===== src/rtl/apb_mig_bridge.sv =====
// apb_mig_bridge
//   APB slave that turns single APB transfers into Xilinx MIG UI (app_*) commands.
//   One APB word is placed in its lane of one APP_DATA_W MIG beat. Writes replicate
//   pwdata into every lane and mask all bytes outside the addressed lane. Reads
//   return the addressed lane of the beat. Calibration, address range/alignment and
//   MIG response timeouts are reported through pslverr_o. Runs on the MIG ui_clk.
//
// Ports
//   pclk_i, preset_i                 clock (MIG ui_clk), async active-high reset
//   paddr_i/pwdata_i/pstrb_i         APB address, write data, write strobes
//   pwrite_i/psel_i/penable_i        APB controls
//   prdata_o/pready_o/pslverr_o      APB response (pready_o high for one cycle)
//   init_calib_complete_i            MIG calibration done
//   app_addr_o/app_cmd_o/app_en_o    MIG command channel, app_rdy_i accepts
//   app_wdf_data_o/app_wdf_mask_o    MIG write data / byte mask (1 = byte not written)
//   app_wdf_wren_o/app_wdf_end_o     MIG write-data valid (single-beat, end == wren)
//   app_wdf_rdy_i                    MIG write-data accept
//   app_rd_data_i/app_rd_data_valid_i MIG read data return, one beat per read command
module apb_mig_bridge #(
  parameter int APB_ADDR_W     = 32,
  parameter int APB_DATA_W     = 32,
  parameter int APP_ADDR_W     = 28,
  parameter int APP_DATA_W     = 128,
  parameter int TIMEOUT_CYCLES = 1023
) (
  input  logic                    pclk_i,
  input  logic                    preset_i,
  input  logic [APB_ADDR_W-1:0]   paddr_i,
  input  logic [APB_DATA_W-1:0]   pwdata_i,
  input  logic                    pwrite_i,
  input  logic                    psel_i,
  input  logic                    penable_i,
  input  logic [APB_DATA_W/8-1:0] pstrb_i,
  output logic [APB_DATA_W-1:0]   prdata_o,
  output logic                    pready_o,
  output logic                    pslverr_o,
  input  logic                    init_calib_complete_i,
  output logic [APP_ADDR_W-1:0]   app_addr_o,
  output logic [2:0]              app_cmd_o,
  output logic                    app_en_o,
  input  logic                    app_rdy_i,
  output logic [APP_DATA_W-1:0]   app_wdf_data_o,
  output logic [APP_DATA_W/8-1:0] app_wdf_mask_o,
  output logic                    app_wdf_wren_o,
  output logic                    app_wdf_end_o,
  input  logic                    app_wdf_rdy_i,
  input  logic [APP_DATA_W-1:0]   app_rd_data_i,
  input  logic                    app_rd_data_valid_i
);

  localparam int APB_BYTES = APB_DATA_W / 8;
  localparam int APP_BYTES = APP_DATA_W / 8;
  localparam int APB_LSB   = $clog2(APB_BYTES);
  localparam int LANES     = APP_DATA_W / APB_DATA_W;
  localparam int LANE_W    = (LANES > 1) ? $clog2(LANES) : 1;
  localparam int CNT_W     = $clog2(TIMEOUT_CYCLES + 1);

  localparam logic [2:0] CMD_WR   = 3'b000;
  localparam logic [2:0] CMD_RD   = 3'b001;
  localparam logic [3:0] DROP_MAX = 4'd15;

  typedef enum logic [2:0] {
    S_IDLE, S_CHECK, S_WR, S_RD_CMD, S_RD_WAIT, S_RESP
  } state_t;

  state_t                  state_q, state_d;
  logic [APB_ADDR_W-1:0]   paddr_q;
  logic [APB_DATA_W-1:0]   pwdata_q;
  logic [APB_BYTES-1:0]    pstrb_q;
  logic                    pwrite_q;
  logic [CNT_W-1:0]        cnt_q;
  logic [3:0]              drop_q;   // read beats still owed by MIG for timed-out reads
  logic                    err_q;

  logic [LANE_W-1:0]       lane;
  logic                    check_err, tmo, beat_ok, lost_read, discard;
  logic                    en_done, wren_done, resp_err, issue;
  logic [APP_BYTES-1:0]    mask_c;

  assign lane = (LANES > 1) ? LANE_W'(paddr_q >> APB_LSB) : '0;

  assign check_err = !init_calib_complete_i
                   || ((paddr_q >> APP_ADDR_W) != '0)
                   || ((paddr_q & APB_ADDR_W'(APB_BYTES - 1)) != '0)
                   || (!pwrite_q && (drop_q == DROP_MAX));

  // app_en/wren are registered, so "done" means already low or handshaking now.
  assign en_done   = !app_en_o || app_rdy_i;
  assign wren_done = !app_wdf_wren_o || app_wdf_rdy_i;
  assign tmo       = cnt_q >= CNT_W'(TIMEOUT_CYCLES - 1);
  assign beat_ok   = app_rd_data_valid_i && (drop_q == '0);
  assign discard   = app_rd_data_valid_i && (drop_q != '0);
  // A successful beat in the last allowed cycle wins over the timeout.
  assign lost_read = (state_q == S_RD_WAIT) && !beat_ok && tmo;
  assign issue     = (state_q == S_CHECK) && (state_d != S_RESP);

  always_comb begin
    // NOTE: every combinational output gets a default first so no path can infer a latch.
    state_d  = state_q;
    resp_err = 1'b0;
    unique case (state_q)
      S_IDLE:    if (psel_i && !penable_i) state_d = S_CHECK;
      S_CHECK: begin
        if (check_err) begin
          state_d  = S_RESP;
          resp_err = 1'b1;
        end else begin
          state_d = pwrite_q ? S_WR : S_RD_CMD;
        end
      end
      S_WR: begin
        if (en_done && wren_done) begin
          state_d = S_RESP;
        end else if (tmo) begin
          state_d  = S_RESP;
          resp_err = 1'b1;
        end
      end
      S_RD_CMD: begin
        if (app_rdy_i) begin
          state_d = S_RD_WAIT;
        end else if (tmo) begin
          state_d  = S_RESP;
          resp_err = 1'b1;
        end
      end
      S_RD_WAIT: begin
        if (beat_ok) begin
          state_d = S_RESP;
        end else if (tmo) begin
          state_d  = S_RESP;
          resp_err = 1'b1;
        end
      end
      S_RESP:    state_d = S_IDLE;
      default:   state_d = S_IDLE;
    endcase
  end

  always_comb begin
    mask_c = '1;
    mask_c[int'(lane)*APB_BYTES +: APB_BYTES] = ~pstrb_q;
  end

  always_ff @(posedge pclk_i or posedge preset_i) begin
    // NOTE: sequential state uses non-blocking assignments so all registers update together.
    if (preset_i) state_q <= S_IDLE;
    else          state_q <= state_d;
  end

  always_ff @(posedge pclk_i or posedge preset_i) begin
    if (preset_i) begin
      paddr_q        <= '0;
      pwdata_q       <= '0;
      pstrb_q        <= '0;
      pwrite_q       <= 1'b0;
      cnt_q          <= '0;
      drop_q         <= '0;
      err_q          <= 1'b0;
      prdata_o       <= '0;
      app_addr_o     <= '0;
      app_cmd_o      <= CMD_WR;
      app_en_o       <= 1'b0;
      app_wdf_data_o <= '0;
      app_wdf_mask_o <= '0;
      app_wdf_wren_o <= 1'b0;
    end else begin
      if (state_q == S_IDLE && state_d == S_CHECK) begin
        paddr_q  <= paddr_i;
        pwdata_q <= pwdata_i;
        pstrb_q  <= pstrb_i;
        pwrite_q <= pwrite_i;
        prdata_o <= '0;   // error and timeout completions return zero
      end

      if (issue) begin
        cnt_q          <= '0;
        app_addr_o     <= paddr_q[APP_ADDR_W-1:0] & ~APP_ADDR_W'(APP_BYTES - 1);
        app_cmd_o      <= pwrite_q ? CMD_WR : CMD_RD;
        app_wdf_data_o <= {LANES{pwdata_q}};
        app_wdf_mask_o <= mask_c;
      end else if (state_q == S_WR || state_q == S_RD_CMD || state_q == S_RD_WAIT) begin
        cnt_q <= cnt_q + 1'b1;
      end

      // Each strobe falls on its own handshake, or when the timeout abandons the transfer.
      app_en_o       <= issue ? 1'b1
                      : app_en_o && !app_rdy_i && (state_d == S_WR || state_d == S_RD_CMD);
      app_wdf_wren_o <= (issue && pwrite_q) ? 1'b1
                      : app_wdf_wren_o && !app_wdf_rdy_i && (state_d == S_WR);

      if (state_q == S_RD_WAIT && beat_ok)
        prdata_o <= app_rd_data_i[int'(lane)*APB_DATA_W +: APB_DATA_W];

      if (state_d == S_RESP) err_q <= resp_err;

      // Late beats of abandoned reads are counted and swallowed; saturation keeps
      // the count meaningful, and CHECK refuses new reads while saturated.
      unique case ({lost_read, discard})
        2'b10:   if (drop_q != DROP_MAX) drop_q <= drop_q + 1'b1;
        2'b01:   drop_q <= drop_q - 1'b1;
        default: ;
      endcase
    end
  end

  assign pready_o      = (state_q == S_RESP);
  assign pslverr_o     = (state_q == S_RESP) && err_q;
  assign app_wdf_end_o = app_wdf_wren_o;

endmodule


===== config.mk =====
export PLATFORM = sky130hd
export DESIGN_NAME = apb_mig_bridge
export DESIGN_NICKNAME = d
export VERILOG_FILES = /design/src/rtl/apb_mig_bridge.sv
export SDC_FILE = /design/constraint.sdc
export NUM_CORES = 1
export LEC_CHECK = 0
export CAP_MARGIN = 40
export CORE_AREA = 3 3 161 163
export DETAILED_ROUTE_END_ITERATION = 10
export DIE_AREA = 0 0 164 166
export PLACE_DENSITY = 0.78
export SYNTH_ARGS = -nofsm -noshare
export SYNTH_HDL_FRONTEND = slang
export SYNTH_SLANG_ARGS = --single-unit
export TNS_END_PERCENT = 5

===== constraint.sdc =====
create_clock -name pclk_i -period 9.25 [get_ports pclk_i]
set_clock_uncertainty 0.1 [all_clocks]
set_input_delay 0.925 -clock pclk_i [delete_from_list [all_inputs] [get_ports pclk_i]]
set_output_delay 0.925 -clock pclk_i [all_outputs]
set_load 0.005 [all_outputs]

==> impl_metrics.csv <==
group,metric,value,unit
grt,grt_overflow_total,0,
worst_setup_path,worst_setup_path_start_kind,"flip-flop",
worst_setup_path,cp.required,8.23,ns
pwr,power-per-cell-area,259,nW/um2
finish,area_growth,46.5,%
placement,dpl.hpwl,19400,um
sta,finalHoldViolations,0,
worst_hold_path,min_path_type,"flip-flop to flip-flop",
finish,nets,1308,
synthesis,synth_area,9250,um2
worst_hold_path,hold_start,"pwdata_q[11]",
sta,tns,0,ns
sta,setup_viol,0,
placement,placed_cells,1398,
floorplan,dieArea,27200,um2
drt,drc_errors,0,
drt,vias,6950,
clock_tree,post_cts_resized,0,
drt,drtPass1Iterations,4,
synthesis,ys_async_sr_fraction,1.00,
sta,layout_worst_path_cycle_share,0.317,
floorplan,core-area,24500,um2
sta,grt_setup_unrepaired,"no",
drt,initialDrtViolationCount,363,
sta,drv_slew,0,
worst_setup_path,worstPathArrival,1.91,ns
clock_tree,cts_tree,"done",
clock_tree,cts_num_sinks,194,
worst_setup_path,critPathKind,"flip-flop to primary output",
pwr,ir_worst_vdd,0.000130,V
grt,antenna_found_initial,1,
run_status,status,"complete, no violations",
worst_setup_path,path_max_fanout,9,
sta,min_period,2.94,ns
run,maxCapViolations,0,
grt,grt_usage,0.184,
finish,layout_commonest_cell,"clkdlybuf4s50_1",
clock_tree,cts-root-buf,"clkbuf_16",
drt,postRouteAntennaNets,0,
clock_tree,clk_latency,0.43,ns
drt,wirelength,25100,um
placement,place_congestion,0.830,
pwr,p_leak,5.83,nW
worst_setup_path,r2r_slack,6.40,ns
synthesis,ys_warn_count,0,
sta,worst_pin_slew,0.823,ns
clock_tree,post-cts-setup-buffer-count,0,
grt,grt_pass1_wl,39500,um
drt,viasPerCell,4.86,
placement,numPortBuffers,410,
clock_tree,clkTransAtPathRegs,0.07,ns
worst_setup_path,setup.worst_path.end_class,"primary output",
floorplan,initial_core_util,0.378,
drt,wl_per_cell,17.6,um
synthesis,synth_top_flop_cell,"dfrtp_1",
sta,slew_headroom,0.451,
worst_setup_path,r2r_start,"cnt_q[0]",
finish,final_cell_mix,"clkdlybuf4s50_1 (410), dfrtp_1 (193), nand2_1 (176)",
clock_tree,htreeDepth,4,
worst_setup_path,regToRegEndpoint,"drop_q[3]",
floorplan,pin_count,417,
finish,fin_cells,1430,
clock_tree,ctsLongestPathBuffers,2,
grt,grt_max_degree,118,
synthesis,ys_seq_area_frac,0.525,
synthesis,ys_types,41,
worst_setup_path,rr_worst_depth,11,
floorplan,dieHeight,166,um
worst_hold_path,hold_depth,2,
synthesis,synth_edf_count,0,
floorplan,rows,57,
clock_tree,ctsHoldBuffers,0,
worst_hold_path,min_to,"app_wdf_data_o[107]",
floorplan,die_x,164,um
clock_tree,numCtsBuffers,17,
grt,grt_pass1_vias,7277,
finish,drive_gt1_frac,0.138,
synthesis,synth_area_per_cell,11.7,um2
synthesis,ys_ff_latch,194,
sta,clock.fmax,341,MHz
synthesis,synthCells,794,
[worst max path at each step]
| stage | cells past startpoint | from | slack [ns] | to |
|---|---|---|---|---|
| 3_5_place_dp | 7 | penable_i | 5.89 | err_q |
| 5_1_grt | 11 | cnt_q[0] | 6.17 | drop_q[3] |
| 3_3_place_gp | 7 | init_calib_complete_i | 5.81 | app_wdf_mask_o[15] |
| 6_report | 4 | state_q[1] | 6.31 | pslverr_o |
| 2_1_floorplan | 1 | preset_i | 2.94 | app_addr_o[10] |
| 4_1_cts | 4 | state_q[1] | 6.29 | pslverr_o |
[metal layers]
| layer | part of all wire | vias to the layer above | GRT usage |
|---|---|---|---|
| met2 | 0.55 | 315 | 0.346 |
| met1 | 0.35 | 3368 | 0.195 |
| li1 | - | 3231 | - |
| met3 | 0.068 | 36 | 0.0434 |
| met4 | 0.033 | 0 | 0.0758 |
| met5 | 0 | - | 0 |
[synth_stat cells, drive strengths merged, types with 12 or more instances]
| master | number | area share |
|---|---|---|
| a22o | 33 | 0.031 |
| mux4 | 32 | 0.078 |
| buf | 118 | 0.090 |
| nand2 | 176 | 0.071 |
| dfrtp | 194 | 0.52 |
| o211ai | 18 | 0.015 |
| clkbuf | 27 | 0.011 |
| mux2 | 70 | 0.085 |
| inv | 13 | 0.0053 |
| nor2 | 12 | 0.0049 |
| o21a | 16 | 0.013 |
[critical path: stages, from the launching register on]
cell	delay [ns]
dfrtp_1	0.48
nand2b_1	0.23
nor2_1	0.14
and2_1	0.14
clkdlybuf4s50_1	0.50
[cells by family after synthesis]
group / share of synthesized area
adders and majority gates: 0.0143
buffers and inverters: 0.107
DFF: 0.525
xor gates and xnor gates: 0.00852
AOI/OAI and AO/OA: 0.0748
other: 0.000405
and+or+nand+nor: 0.104
muxes: 0.166
[final cells by class]
| class | instances | area, um2 |
|---|---|---|
| Sequential cell | 194 | 4860 |
| Timing Repair Buffer | 420 | 4220 |
| Fill cell | 2059 | 10900 |
| Tap cell | 324 | 405 |
| Multi-Input combinational cell | 447 | 3460 |
| Clock inverter | 13 | 118 |
| Clock buffer | 18 | 439 |
| Antenna cell | 1 | 2.50 |
| Inverter | 13 | 56.3 |
[stage by stage]
| step | worst slack [ns] | total power, mW | area [um2] | utilization | hold WS [ns] |
|---|---|---|---|---|---|
| 2_1_floorplan | 2.94 | 2.20 | 9270 | - | 0.333 |
| 3_5_place_dp | 5.89 | 2.84 | 13000 | 0.531 | 0.345 |
| 6_report | 6.31 | 3.50 | 13600 | 0.554 | 0.350 |
| 4_1_cts | 6.29 | 3.56 | 13500 | 0.554 | 0.359 |
| 3_3_place_gp | 5.81 | 2.79 | 12900 | 0.529 | 0.339 |
| 5_1_grt | 6.17 | 3.74 | 13600 | 0.554 | 0.384 |
[report_power, final]
| part | switching, mW | total, mW | internal, mW | leakage, nW |
|---|---|---|---|---|
| combinational | 0.494 | 1.38 | 0.882 | 3.09 |
| clock | 0.342 | 0.703 | 0.361 | 0.271 |
| sequential | 0.244 | 1.42 | 1.18 | 2.47 |
| total | 1.08 | 3.50 | 2.42 | 5.83 |
[registers in the layout (all words and copies together), names as in the netlist, 3 cells and up]
signal	flops
app_addr_o	24
app_wdf_data_o	32
app_wdf_mask_o	16
cnt_q	10
drop_q	4
paddr_q	32
prdata_o	32
pstrb_q	4
pwdata_q	32
state_q	3
No activity file was read; power rests on OpenSTA's default activity.
